`src/rtl/activation_memory_controller_pkg.sv`:
```
// Shared constants, FSM encoding and helpers for the activation memory controller.
package activation_memory_controller_pkg;

  localparam int unsigned AMC_ADDR_WIDTH = 4;
  localparam int unsigned AMC_DATA_WIDTH = 8;
  localparam int unsigned AMC_BRAM_COUNT = 5;
  localparam int unsigned AMC_IDX_WIDTH  = 7;

  typedef enum logic [2:0] {
    ST_IDLE  = 3'd0,
    ST_LOAD  = 3'd1,
    ST_PREP  = 3'd2,
    ST_READ  = 3'd3,
    ST_DRAIN = 3'd4
  } state_e;

  function automatic int unsigned clog2(input int unsigned value);
    int unsigned res;
    res = 0;
    for (int unsigned i = 0; i < 32; i++) begin
      if ((64'd1 << i) < 64'(value)) res = i + 1;
    end
    return res;
  endfunction

  // Total number of elements the banked memory can hold.
  function automatic int unsigned capacity(input int unsigned bram_count,
                                           input int unsigned addr_width);
    return bram_count * (32'd1 << addr_width);
  endfunction

  localparam int unsigned AMC_CAPACITY = capacity(AMC_BRAM_COUNT, AMC_ADDR_WIDTH);

endpackage

```
`src/rtl/activation_memory_controller_if.sv`:
```
// Activation stream plus the memory-unit side of the controller.
interface activation_memory_controller_if
  import activation_memory_controller_pkg::*;
#(
  parameter int unsigned ADDR_WIDTH = AMC_ADDR_WIDTH,
  parameter int unsigned DATA_WIDTH = AMC_DATA_WIDTH,
  parameter int unsigned BRAM_COUNT = AMC_BRAM_COUNT
);
  localparam int unsigned SEL_WIDTH = BRAM_COUNT - 1;

  logic                             in_valid;
  logic                             in_ready;
  logic [DATA_WIDTH-1:0]            in_data;
  logic [BRAM_COUNT-1:0]            mem_en_bus;
  logic [ADDR_WIDTH-1:0]            mem_w_addr;
  logic [DATA_WIDTH-1:0]            mem_data_in;
  logic [BRAM_COUNT*ADDR_WIDTH-1:0] mem_r_addr;
  logic [SEL_WIDTH*BRAM_COUNT-1:0]  mem_data_out_sels;
  logic                             out_valid;

  // Controller side.
  modport slave (
    input  in_valid, in_data,
    output in_ready, mem_en_bus, mem_w_addr, mem_data_in,
           mem_r_addr, mem_data_out_sels, out_valid
  );

  // Stream producer / memory unit side.
  modport master (
    output in_valid, in_data,
    input  in_ready, mem_en_bus, mem_w_addr, mem_data_in,
           mem_r_addr, mem_data_out_sels, out_valid
  );

endinterface

```
`src/rtl/activation_memory_controller_bank_pointer.sv`:
```
// (bank, addr) element pointer; advancing by k wraps the bank and carries into addr.
module activation_memory_controller_bank_pointer
  import activation_memory_controller_pkg::*;
#(
  parameter int unsigned BRAM_COUNT = AMC_BRAM_COUNT,
  parameter int unsigned ADDR_WIDTH = AMC_ADDR_WIDTH,
  parameter int unsigned BANK_W     = clog2(AMC_BRAM_COUNT),
  parameter int unsigned STEP_W     = BANK_W + 1
) (
  input  logic                  clk,
  input  logic                  rst_n,
  input  logic                  set_i,
  input  logic [BANK_W-1:0]     set_bank_i,
  input  logic [ADDR_WIDTH-1:0] set_addr_i,
  input  logic                  inc_i,
  input  logic [STEP_W-1:0]     step_i,
  output logic [BANK_W-1:0]     bank_o,
  output logic [ADDR_WIDTH-1:0] addr_o
);

  logic [BANK_W-1:0]     bank_q, bank_d;
  logic [ADDR_WIDTH-1:0] addr_q, addr_d;
  logic [STEP_W-1:0]     sum_c;

  // Step is at most BRAM_COUNT, so one conditional subtract normalises the bank.
  always_comb begin
    bank_d = bank_q;
    addr_d = addr_q;
    sum_c  = STEP_W'(bank_q) + step_i;
    if (set_i) begin
      bank_d = set_bank_i;
      addr_d = set_addr_i;
    end else if (inc_i) begin
      if (sum_c >= STEP_W'(BRAM_COUNT)) begin
        bank_d = BANK_W'(sum_c - STEP_W'(BRAM_COUNT));
        addr_d = addr_q + ADDR_WIDTH'(1);
      end else begin
        bank_d = BANK_W'(sum_c);
      end
    end
  end

  always_ff @(posedge clk) begin
    if (!rst_n) begin
      bank_q <= '0;
      addr_q <= '0;
    end else begin
      bank_q <= bank_d;
      addr_q <= addr_d;
    end
  end

  assign bank_o = bank_q;
  assign addr_o = addr_q;

endmodule

```
`src/rtl/activation_memory_controller.sv`:
```
// Sequencer for the banked activation memory: stripes a stream into the banks and
// issues one sliding window of BRAM_COUNT consecutive elements per cycle.
module activation_memory_controller
  import activation_memory_controller_pkg::*;
#(
  parameter int unsigned ADDR_WIDTH = AMC_ADDR_WIDTH,
  parameter int unsigned DATA_WIDTH = AMC_DATA_WIDTH,
  parameter int unsigned BRAM_COUNT = AMC_BRAM_COUNT,
  parameter int unsigned IDX_WIDTH  = AMC_IDX_WIDTH
) (
  input  logic                          clk,
  input  logic                          rst_n,
  input  logic                          load_start_i,
  input  logic [IDX_WIDTH-1:0]          load_len_i,
  input  logic                          rd_start_i,
  input  logic [IDX_WIDTH-1:0]          rd_base_i,
  input  logic [IDX_WIDTH-1:0]          rd_stride_i,
  input  logic [IDX_WIDTH-1:0]          rd_count_i,
  activation_memory_controller_if.slave bus,
  output logic                          busy_o,
  output logic                          done_o,
  output logic                          err_o
);

  localparam int unsigned SEL_WIDTH = BRAM_COUNT - 1;
  localparam int unsigned BANK_W    = (BRAM_COUNT > 1) ? clog2(BRAM_COUNT) : 1;
  localparam int unsigned STEP_W    = BANK_W + 1;
  localparam int unsigned CAPACITY  = capacity(BRAM_COUNT, ADDR_WIDTH);
  localparam int unsigned CHK_W     = 2 * IDX_WIDTH + 1;

  state_e                          state_q;
  logic [IDX_WIDTH-1:0]            remain_q;
  logic [IDX_WIDTH-1:0]            rem_q;
  logic [ADDR_WIDTH-1:0]           quot_q;
  logic [STEP_W-1:0]               stride_q;
  logic                            done_q;
  logic                            err_q;
  logic                            out_valid_q;
  logic [SEL_WIDTH*BRAM_COUNT-1:0] sels_q;

  logic                            beat_c;
  logic                            load_bad_c;
  logic                            rd_bad_c;
  logic [CHK_W-1:0]                rd_end_c;
  logic                            rd_ptr_set_c;
  logic [BRAM_COUNT*ADDR_WIDTH-1:0] r_addr_c;
  logic [SEL_WIDTH*BRAM_COUNT-1:0] sels_c;
  logic [STEP_W-1:0]               lane_c;

  logic [BANK_W-1:0]               wr_bank;
  logic [ADDR_WIDTH-1:0]           wr_addr;
  logic [BANK_W-1:0]               rd_bank;
  logic [ADDR_WIDTH-1:0]           rd_addr;

  // Command legality, evaluated in a width wide enough that nothing overflows.
  always_comb begin
    rd_end_c   = CHK_W'(rd_base_i)
               + CHK_W'(rd_count_i - IDX_WIDTH'(1)) * CHK_W'(rd_stride_i)
               + CHK_W'(BRAM_COUNT);
    load_bad_c = CHK_W'(load_len_i) > CHK_W'(CAPACITY);
    rd_bad_c   = (rd_stride_i == '0)
              || (CHK_W'(rd_stride_i) > CHK_W'(BRAM_COUNT))
              || (rd_count_i == '0)
              || (rd_end_c > CHK_W'(CAPACITY));
  end

  assign beat_c       = (state_q == ST_LOAD) && bus.in_valid;
  assign rd_ptr_set_c = (state_q == ST_PREP) && (rem_q < IDX_WIDTH'(BRAM_COUNT));

  activation_memory_controller_bank_pointer #(
    .BRAM_COUNT (BRAM_COUNT),
    .ADDR_WIDTH (ADDR_WIDTH),
    .BANK_W     (BANK_W),
    .STEP_W     (STEP_W)
  ) u_wr_ptr (
    .clk        (clk),
    .rst_n      (rst_n),
    .set_i      ((state_q == ST_IDLE) && load_start_i),
    .set_bank_i ('0),
    .set_addr_i ('0),
    .inc_i      (beat_c),
    .step_i     (STEP_W'(1)),
    .bank_o     (wr_bank),
    .addr_o     (wr_addr)
  );

  activation_memory_controller_bank_pointer #(
    .BRAM_COUNT (BRAM_COUNT),
    .ADDR_WIDTH (ADDR_WIDTH),
    .BANK_W     (BANK_W),
    .STEP_W     (STEP_W)
  ) u_rd_ptr (
    .clk        (clk),
    .rst_n      (rst_n),
    .set_i      (rd_ptr_set_c),
    .set_bank_i (BANK_W'(rem_q)),
    .set_addr_i (quot_q),
    .inc_i      (state_q == ST_READ),
    .step_i     (stride_q),
    .bank_o     (rd_bank),
    .addr_o     (rd_addr)
  );

  // Banks below the window's start bank already hold the next row.
  always_comb begin
    r_addr_c = '0;
    sels_c   = '0;
    lane_c   = '0;
    if (state_q == ST_READ) begin
      for (int unsigned b = 0; b < BRAM_COUNT; b++) begin
        r_addr_c[b*ADDR_WIDTH +: ADDR_WIDTH] =
          (BANK_W'(b) >= rd_bank) ? rd_addr : rd_addr + ADDR_WIDTH'(1);
      end
      for (int unsigned j = 0; j < BRAM_COUNT; j++) begin
        lane_c = STEP_W'(rd_bank) + STEP_W'(j);
        if (lane_c >= STEP_W'(BRAM_COUNT)) lane_c = lane_c - STEP_W'(BRAM_COUNT);
        sels_c[j*SEL_WIDTH +: SEL_WIDTH] = SEL_WIDTH'(lane_c);
      end
    end
  end

  always_ff @(posedge clk) begin
    if (!rst_n) begin
      state_q     <= ST_IDLE;
      remain_q    <= '0;
      rem_q       <= '0;
      quot_q      <= '0;
      stride_q    <= '0;
      done_q      <= 1'b0;
      err_q       <= 1'b0;
      out_valid_q <= 1'b0;
      sels_q      <= '0;
    end else begin
      done_q      <= 1'b0;
      err_q       <= 1'b0;
      // Selects and valid trail the read address by the RAM latency.
      out_valid_q <= (state_q == ST_READ);
      sels_q      <= sels_c;
      unique case (state_q)
        ST_IDLE: begin
          if (load_start_i) begin
            if (load_bad_c) begin
              err_q <= 1'b1;
            end else if (load_len_i == '0) begin
              done_q <= 1'b1;
            end else begin
              state_q  <= ST_LOAD;
              remain_q <= load_len_i;
            end
          end else if (rd_start_i) begin
            if (rd_bad_c) begin
              err_q <= 1'b1;
            end else begin
              state_q  <= ST_PREP;
              remain_q <= rd_count_i;
              rem_q    <= rd_base_i;
              quot_q   <= '0;
              stride_q <= STEP_W'(rd_stride_i);
            end
          end
        end
        ST_LOAD: begin
          if (beat_c) begin
            remain_q <= remain_q - IDX_WIDTH'(1);
            if (remain_q == IDX_WIDTH'(1)) begin
              state_q <= ST_IDLE;
              done_q  <= 1'b1;
            end
          end
        end
        ST_PREP: begin
          // base div/mod BRAM_COUNT by one subtraction per cycle.
          if (rem_q >= IDX_WIDTH'(BRAM_COUNT)) begin
            rem_q  <= rem_q - IDX_WIDTH'(BRAM_COUNT);
            quot_q <= quot_q + ADDR_WIDTH'(1);
          end else begin
            state_q <= ST_READ;
          end
        end
        ST_READ: begin
          remain_q <= remain_q - IDX_WIDTH'(1);
          if (remain_q == IDX_WIDTH'(1)) begin
            state_q <= ST_DRAIN;
            done_q  <= 1'b1;
          end
        end
        ST_DRAIN: state_q <= ST_IDLE;
        default:  state_q <= ST_IDLE;
      endcase
    end
  end

  assign bus.in_ready          = (state_q == ST_LOAD);
  assign bus.mem_en_bus        = beat_c ? (BRAM_COUNT'(1) << wr_bank) : '0;
  assign bus.mem_w_addr        = beat_c ? wr_addr : '0;
  assign bus.mem_data_in       = beat_c ? bus.in_data : '0;
  assign bus.mem_r_addr        = r_addr_c;
  assign bus.mem_data_out_sels = sels_q;
  assign bus.out_valid         = out_valid_q;

  assign busy_o = (state_q != ST_IDLE);
  assign done_o = done_q;
  assign err_o  = err_q;

endmodule

```
`src/flat_wrapper.sv`:
```
// flat-port wrapper written by rule: the top's interface ports become plain ports
module activation_memory_controller_flat import activation_memory_controller_pkg::*;
#(
  parameter int unsigned ADDR_WIDTH = AMC_ADDR_WIDTH,
  parameter int unsigned DATA_WIDTH = AMC_DATA_WIDTH,
  parameter int unsigned BRAM_COUNT = AMC_BRAM_COUNT,
  parameter int unsigned IDX_WIDTH  = AMC_IDX_WIDTH
)
  (clk, rst_n, load_start_i, load_len_i, rd_start_i, rd_base_i, rd_stride_i, rd_count_i, busy_o, done_o, err_o, bus_in_valid, bus_in_data, bus_in_ready, bus_mem_en_bus, bus_mem_w_addr, bus_mem_data_in, bus_mem_r_addr, bus_mem_data_out_sels, bus_out_valid);
  activation_memory_controller_if #(.ADDR_WIDTH(ADDR_WIDTH), .DATA_WIDTH(DATA_WIDTH), .BRAM_COUNT(BRAM_COUNT)) bus_i ();
  input  logic clk;
  input  logic rst_n;
  input  logic load_start_i;
  input  logic [IDX_WIDTH-1:0] load_len_i;
  input  logic rd_start_i;
  input  logic [IDX_WIDTH-1:0] rd_base_i;
  input  logic [IDX_WIDTH-1:0] rd_stride_i;
  input  logic [IDX_WIDTH-1:0] rd_count_i;
  output logic busy_o;
  output logic done_o;
  output logic err_o;
  input wire logic [$bits(bus_i.in_valid)-1:0] bus_in_valid;
  input wire logic [$bits(bus_i.in_data)-1:0] bus_in_data;
  output wire logic [$bits(bus_i.in_ready)-1:0] bus_in_ready;
  output wire logic [$bits(bus_i.mem_en_bus)-1:0] bus_mem_en_bus;
  output wire logic [$bits(bus_i.mem_w_addr)-1:0] bus_mem_w_addr;
  output wire logic [$bits(bus_i.mem_data_in)-1:0] bus_mem_data_in;
  output wire logic [$bits(bus_i.mem_r_addr)-1:0] bus_mem_r_addr;
  output wire logic [$bits(bus_i.mem_data_out_sels)-1:0] bus_mem_data_out_sels;
  output wire logic [$bits(bus_i.out_valid)-1:0] bus_out_valid;
  assign bus_i.in_valid = bus_in_valid;
  assign bus_i.in_data = bus_in_data;
  assign bus_in_ready = bus_i.in_ready;
  assign bus_mem_en_bus = bus_i.mem_en_bus;
  assign bus_mem_w_addr = bus_i.mem_w_addr;
  assign bus_mem_data_in = bus_i.mem_data_in;
  assign bus_mem_r_addr = bus_i.mem_r_addr;
  assign bus_mem_data_out_sels = bus_i.mem_data_out_sels;
  assign bus_out_valid = bus_i.out_valid;
  activation_memory_controller #(.ADDR_WIDTH(ADDR_WIDTH), .DATA_WIDTH(DATA_WIDTH), .BRAM_COUNT(BRAM_COUNT), .IDX_WIDTH(IDX_WIDTH)) u_core (.clk(clk), .rst_n(rst_n), .load_start_i(load_start_i), .load_len_i(load_len_i), .rd_start_i(rd_start_i), .rd_base_i(rd_base_i), .rd_stride_i(rd_stride_i), .rd_count_i(rd_count_i), .bus(bus_i), .busy_o(busy_o), .done_o(done_o), .err_o(err_o));
endmodule
```
`config.mk`:
```
export PLATFORM = sky130hd
export DESIGN_NAME = activation_memory_controller_flat
export DESIGN_NICKNAME = d
export VERILOG_FILES = /design/src/rtl/activation_memory_controller_pkg.sv /design/src/rtl/activation_memory_controller_if.sv /design/src/rtl/activation_memory_controller_bank_pointer.sv /design/src/rtl/activation_memory_controller.sv /design/src/flat_wrapper.sv
export SDC_FILE = /design/constraint.sdc
export NUM_CORES = 1
export LEC_CHECK = 0
export CAP_MARGIN = 20
export CORE_ASPECT_RATIO = 1.75
export CORE_MARGIN = 1
export CORE_UTILIZATION = 35
export CTS_BUF_LIST = sky130_fd_sc_hd__clkbuf_16
export CTS_CLUSTER_DIAMETER = 60
export DETAILED_ROUTE_END_ITERATION = 8
export GPL_TIMING_DRIVEN = 0
export SETUP_SLACK_MARGIN = 0.05
export SLEW_MARGIN = 30
export SYNTH_ARGS = -nofsm -noshare
export SYNTH_HDL_FRONTEND = slang
export SYNTH_HIERARCHICAL = 1
export SYNTH_SLANG_ARGS = --single-unit
```
`constraint.sdc`:
```
create_clock -name clk -period 9.7 [get_ports clk]
set_input_delay 1.94 -clock clk [delete_from_list [all_inputs] [get_ports clk]]
set_output_delay 1.94 -clock clk [all_outputs]
set_load 0.01 [all_outputs]
```
Word-level counts from Yosys, hierarchy flattened
Cells that the tools add are included.

operators by class
  $add $sub $neg = 21
  multipliers = 1
  $lt $le $gt $ge = 17
  equality and inequality tests = 16
  shifts and indexed selects = 1
  muxes and demuxes = 58
  bitwise gates (word level) = 3
  reductions and logical operators = 25

operators with widths
  kind                   number
  $mux 7                 10
  $mux 4                 17
  $mux 3                 14
  $ge 4x3->1 const B     6
  $logic_not 7->1        3
  $pmux 7 s3             1
  $mux 20                1
  $sub 4x3->4 const B    4
  $add 15x3->15 const B  1
  $add 7x15->15          1
  $gt 15x7->1 const B    1
  $mul 15x7->15          1
  $pmux 7 s2             1
  $add 4x1->4 const B    3
  $ne 3x3->1 const B     4
  $pmux 3 s4             1
  $ne 2x2->1 const B     5
  $mux 1                 9
  $add 3x1->4 const B    2
  $add 3x2->4 const B    2
  $mux 8                 1
  $pmux 4 s2             1
  $reduce_and 2->1       4
  $reduce_and 8->1       1
  other kinds (33)       48

word-level totals
  flip-flop bits (word level) = 62
  input port bits = 41
  output and inout bits = 62
  logic and storage cells = 156

Depth between registers and ports, before layout
Gate-level depths: netlist of run 1.

  word-level depth = 10
  mapped depth = 25
  depth with buffers taken out = 23

Cells and area by module
The synthesis of run 1 kept the hierarchy.

modules (own cells, without submodules)
  module                                     times used  cells each  area an instance (um^2)  sequential area each (um^2)
  activation_memory_controller               1           769         6070.8                   960.9
  activation_memory_controller_bank_pointer  2           73          616.8                    140.1

Worst setup path before layout of run 1
No wires, ideal clock.

  kind = input -> register
  start = in rd_count_i[3]
  end = reg u_core.rem_q[4]
  setup time = 0.127 ns
  arrival time = 7.625 ns
  data required time = 9.573 ns
  setup slack = 1.947 ns
  stages on the path = 19
  path buffers = 1
  cells stage by stage = or4_1 -> nor4_1 -> nand2_1 -> fa_1 -> inv_1 -> fa_1 -> fa_1 -> inv_1 -> fa_1 -> inv_1 -> ha_1 -> a21o_2 -> o41ai_1 -> a21oi_2 -> xnor2_2 -> or4_4 -> buf_6 -> a32oi_1 -> o32ai_1

on the way
  cells in the longest elaborated chain, start to end = 8
  elaborated cells between the ends (all ways) = 10
  those cells by class = add/sub: 3; mul: 1; order compare: 1; eq/ne: 1; reduce/logical: 4

RTL lines
  what                                 line                                 text
  from (decl)                          flat_wrapper.sv:18                   input logic [IDX_WIDTH-1:0] rd_count_i;
  $sub 7x1->8                          activation_memory_controller.sv:58   + CHK_W'(rd_count_i - IDX_WIDTH'(1)) * CHK_W'(rd_stride_i)
  $mul 15x7->15                        activation_memory_controller.sv:58
  $add 7x15->15                        activation_memory_controller.sv:58
  $add 15x3->15                        activation_memory_controller.sv:59   + CHK_W'(BRAM_COUNT);
  $gt 15x7->1                          activation_memory_controller.sv:64   || (rd_end_c > CHK_W'(CAPACITY));
  $logic_or 1x1->1 *                   activation_memory_controller.sv:64
  $ne 2x2->1 (no source line) *        -
  $reduce_and 5->1 (no source line) *  -
  to (signal assigned)                 activation_memory_controller.sv:156  rem_q <= rd_base_i;
  to (signal assigned)                 activation_memory_controller.sv:174  rem_q <= rem_q - IDX_WIDTH'(BRAM_COUNT);
  to (decl)                            activation_memory_controller.sv:33   logic [IDX_WIDTH-1:0] rem_q;

Every way passes the cells marked *; elsewhere a longest branch is shown, timed or not.
A chain may end at the register's enable or synchronous reset.

Worst setup path after layout of run 1
  start = in rd_count_i[0]
  end = reg u_core.rem_q[0]

Same word-level chain as after synthesis.

==> summary.md, run 1 <==
| Metric | Value |
|---|---|
| Post-Layout Cell Count | `1291` |
| CP endpoint kind | `flop` |
| PortBufs | `100` |
| Overflow after GRT | `0` |
| Crit path largest cell delay | `0.61 ns` |
| Total CTS buffers | `9` |
| Util after Layout | `43.93%` |
| Mapped Cells | `915` |
| Number of cells upsized or downsized after cts | `0` |
| Total Negative Setup Slacks | `0 ns` |
| Worst setup SP type | `primary input` |
| Max-Cap Viols | `0` |
| Synthesized cell area | `0.007305 mm2` |
| Post-Route WL | `19830 um` |
| Setup bufs post-CTS | `0` |
| Relative slew slack | `34.53%` |
| Number of synthesized flops with an enable pin | `0` |
| Die area | `0.02147 mm2` |
| Clock power share | `24.2%` |
| Post-synth top area share | `16.99%` |
| Post-route ant nets | `0` |
| Skew final | `0.005563 ns` |
| Maximum buffer depth of the clock tree | `2` |
| Crit-path most repeated cell | `inv_1` |
| Row cnt | `69` |
| Die width | `111.2 um` |
| DR WL/cell | `15.36 um` |
| Starting DRT DRC Count | `287` |
| Placed Instances | `1276` |
| Internal power | `0.7435 mW` |
| Post-route setup slack | `0.8265 ns` |
| Slowest CP cell | `clkdlybuf4s50_1` |
| Register area share after synthesis | `16.99%` |
| Vias in the first global route | `6682` |
| FF+latch count, synth | `62` |
| Cell with the most instances after synthesis | `inv_1` |
| Gp weighted congestion | `0.8659` |
| Mean Syn Cell Area | `7.983 um2` |
| Fmax | `0.1127 GHz` |
| Inserted Diodes | `0` |
| Post-cts hold buffer count | `0` |
| CTS tree | `done` |
| Dpl hpwl | `16540 um` |
| DP Worst Slack | `0.4794 ns` |
| Global-route wire length before repair | `32470 um` |
| Fin. max-slew vios | `0` |
| Post-synth top area cell | `dfxtp_1` |
| Highest ir drop seen on vdd | `88.66 uV` |
| Starting Density | `35.85%` |
| Root Buffer | `clkbuf_16` |
| Top cells by count, synth | `138 x inv_1, 79 x nand2_1, 76 x nor2_1` |
| Sequential share of power | `21.5%` |
| Initial antenna violation count | `0` |
| H-tree lvl count | `3` |
| Via count | `6660` |
| Status | `complete, but fails checks` |
| IO Pins | `103` |
| Failing checks | `DRC` |
| Worst hold path class | `flop to flop` |
| NumNets Final | `1200` |
| FF-to-FF setup slack | `7.00 ns` |
| Die Y | `193.1 um` |
| Synth unique cells | `85` |
| Core area | `0.02037 mm2` |
| Worst path required time | `9.92 ns` |
| Sw Ratio | `41.18%` |
| Layout cells sized above 1 | `5.369%` |
| Total clock sinks | `62` |
| Synth warnings | `6` |
| Drt drc | `34` |
| Psw | `0.5206 mW` |
| Fin. Hold Viols | `0` |
| Worst slew pin tran | `0.9775 ns` |
| Critical path peak fanout | `10` |
| Reg clk slew, reported paths | `0.05 ns` |
| RSZ-0062 raised after global routing | `false` |
| Tot GR Track Use | `19.04%` |
| Logic pwr share | `54.3%` |
| Final worst-path cycle share | `91.48%` |
| Synthesis-to-finish area growth | `22.54%` |
| Worst-Skew Late Latency | `0.33 ns` |
| FFs w/ async S/R, synth | `0%` |
| Maximum number of pins on one net before global-route repair | `16` |
| LEAKAGE | `3.872 nW` |
| Pwr dens | `141.2 mW/mm2` |
| Via-to-Cell Ratio | `5.159` |
| Fin crit period | `8.873 ns` |
| Arr. time, crit path | `9.09 ns` |
| Largest cells by area after synthesis | `dfxtp_1 17%, fa_1 15%, ha_1 11%, inv_1 7.1%, nand2_1 4.1%` |
| Final count of negative-setup-slack endpoints | `0` |
| Initial DRT Pass Iterations | `7` |
| Crit Path Class | `primary input to flop` |
| Top FF cell, synth | `dfxtp_1` |
-- layout make-up --
| cell class | instances | area, um2 |
|---|---|---|
| clock buffers | 9 | 225.2 |
| inverters | 142 | 533.0 |
| fillers | 2108 | 11420 |
| well taps | 248 | 310.3 |
| plain buffers | 30 | 126.4 |
| multi-input cells | 694 | 5459 |
| repair buffers | 100 | 1001 |
| clock inverters | 6 | 55.05 |
| flip-flops and latches | 62 | 1241 |
-- state kept, by name (all words and copies together), names as in the netlist --
name and cells:
u_core/err_o 1, u_core/u_wr_ptr/bank_o 3, u_core/state_q 3, u_core/u_rd_ptr/addr_o 4, u_core/u_rd_ptr/bank_o 3, u_core/u_wr_ptr/addr_o 4, u_core/bus.mem_data_out_sels 20, u_core/remain_q 7
u_core/bus.out_valid 1, u_core/stride_q 4, u_core/rem_q 7, u_core/done_o 1, u_core/quot_q 4
-- per-layer routing --
metal | GRT usage (%) | up-vias | routed length [um]
met5 | 0 | - | 0
met1 | 18.82 | 3141 | 7118
met3 | 2.032 | 57 | 788
met2 | 37.98 | 173 | 10900
li1 | - | 3289 | -
met4 | 11.28 | 0 | 1020
-- worst paths after layout --
path / from / cells after the start / endpoint
setup / recovery: rd_count_i[0] / 25 / u_core/rem_q[0]
hold / removal: u_core/stride_q[2] / 2 / u_core/stride_q[2]
setup reg to reg: u_core/state_q[0] / 5 / u_core/rem_q[0]
hold reg to reg: u_core/stride_q[2] / 2 / u_core/stride_q[2]
-- cell usage in the layout (no fill, tap or decap), types with 10 or more instances in the layout --
master / count
inv_1: 139
clkdlybuf4s50_1: 100
nand2_1: 79
nor2_1: 76
ha_1: 66
dfxtp_1: 62
fa_1: 54
a21oi_1: 48
o21ai_0: 37
nor2b_1: 30
clkbuf_1: 26
nor3_1: 25
xnor2_1: 25
xor2_1: 24
nand2b_1: 22
and3_1: 18
and2_1: 16
conb_1: 15
mux2i_1: 12
nand3_1: 10
o31ai_1: 10
-- critical path, delay by kind of cell --
kind,cells,cell delay [ns]
compound gates,5,1.17
xor+xnor,1,0.58
fa+ha+maj,6,2.49
buf+inv,8,1.36
mux,1,0.22
simple gates,4,1.30
-- power groups by stage --
stage,Combinational (mW),Sequential (mW),Clock [mW]
4_1_cts,0.693,0.271,0.314
3_5_place_dp,0.690,0.277,0
2_1_floorplan,0.517,0.274,0
3_3_place_gp,0.679,0.277,0
6_report,0.687,0.271,0.306
5_1_grt,0.780,0.273,0.324
-- cells by family after synthesis --
family / share of synthesized area, %
multiplexers: 2.210
AND/OR/NAND/NOR: 22.32
flip-flops: 16.99
adder cells (fa/ha/maj): 26.10
buffers and inverters: 9.027
AO/OA/AOI/OAI: 17.15
other: 0.1028
XOR/XNOR: 6.098
-- stage by stage --
stage | power [mW] | hold WS, ns | instance area (um2)
after floorplan | 0.7916 | 0.4362 | 7353
after global placement | 0.9554 | 0.4458 | 8665
after detailed placement | 0.9668 | 0.4533 | 8671
after CTS | 1.277 | 0.4589 | 8951
after global routing | 1.377 | 0.4818 | 8951
final | 1.264 | 0.4571 | 8951
(Power assumes the default switching activity.)
==> inputs of run 2 (changes only) <==
--- a/config.mk
+++ b/config.mk
@@ -5,7 +5,6 @@
 export SDC_FILE = /design/constraint.sdc
 export NUM_CORES = 1
 export LEC_CHECK = 0
-export CAP_MARGIN = 20
 export CORE_ASPECT_RATIO = 1.75
 export CORE_MARGIN = 1
 export CORE_UTILIZATION = 35
@@ -14,6 +13,7 @@
 export DETAILED_ROUTE_END_ITERATION = 8
 export GPL_TIMING_DRIVEN = 0
 export SETUP_SLACK_MARGIN = 0.05
+export SKIP_LAST_GASP = 1
 export SLEW_MARGIN = 30
 export SYNTH_ARGS = -nofsm -noshare
 export SYNTH_HDL_FRONTEND = slang
==> results of run 2 <==
No change in the layout: final DEF, timing and power equal those of run 1.
==> inputs of run 3 (changes only) <==
--- a/config.mk
+++ b/config.mk
@@ -9,10 +9,9 @@
 export CORE_MARGIN = 1
 export CORE_UTILIZATION = 35
 export CTS_BUF_LIST = sky130_fd_sc_hd__clkbuf_16
-export CTS_CLUSTER_DIAMETER = 60
+export CTS_CLUSTER_DIAMETER = 200
 export DETAILED_ROUTE_END_ITERATION = 8
 export GPL_TIMING_DRIVEN = 0
-export SETUP_SLACK_MARGIN = 0.05
 export SKIP_LAST_GASP = 1
 export SLEW_MARGIN = 30
 export SYNTH_ARGS = -nofsm -noshare
==> results of run 3 <==
No change in the layout: final DEF, timing and power equal those of run 1.
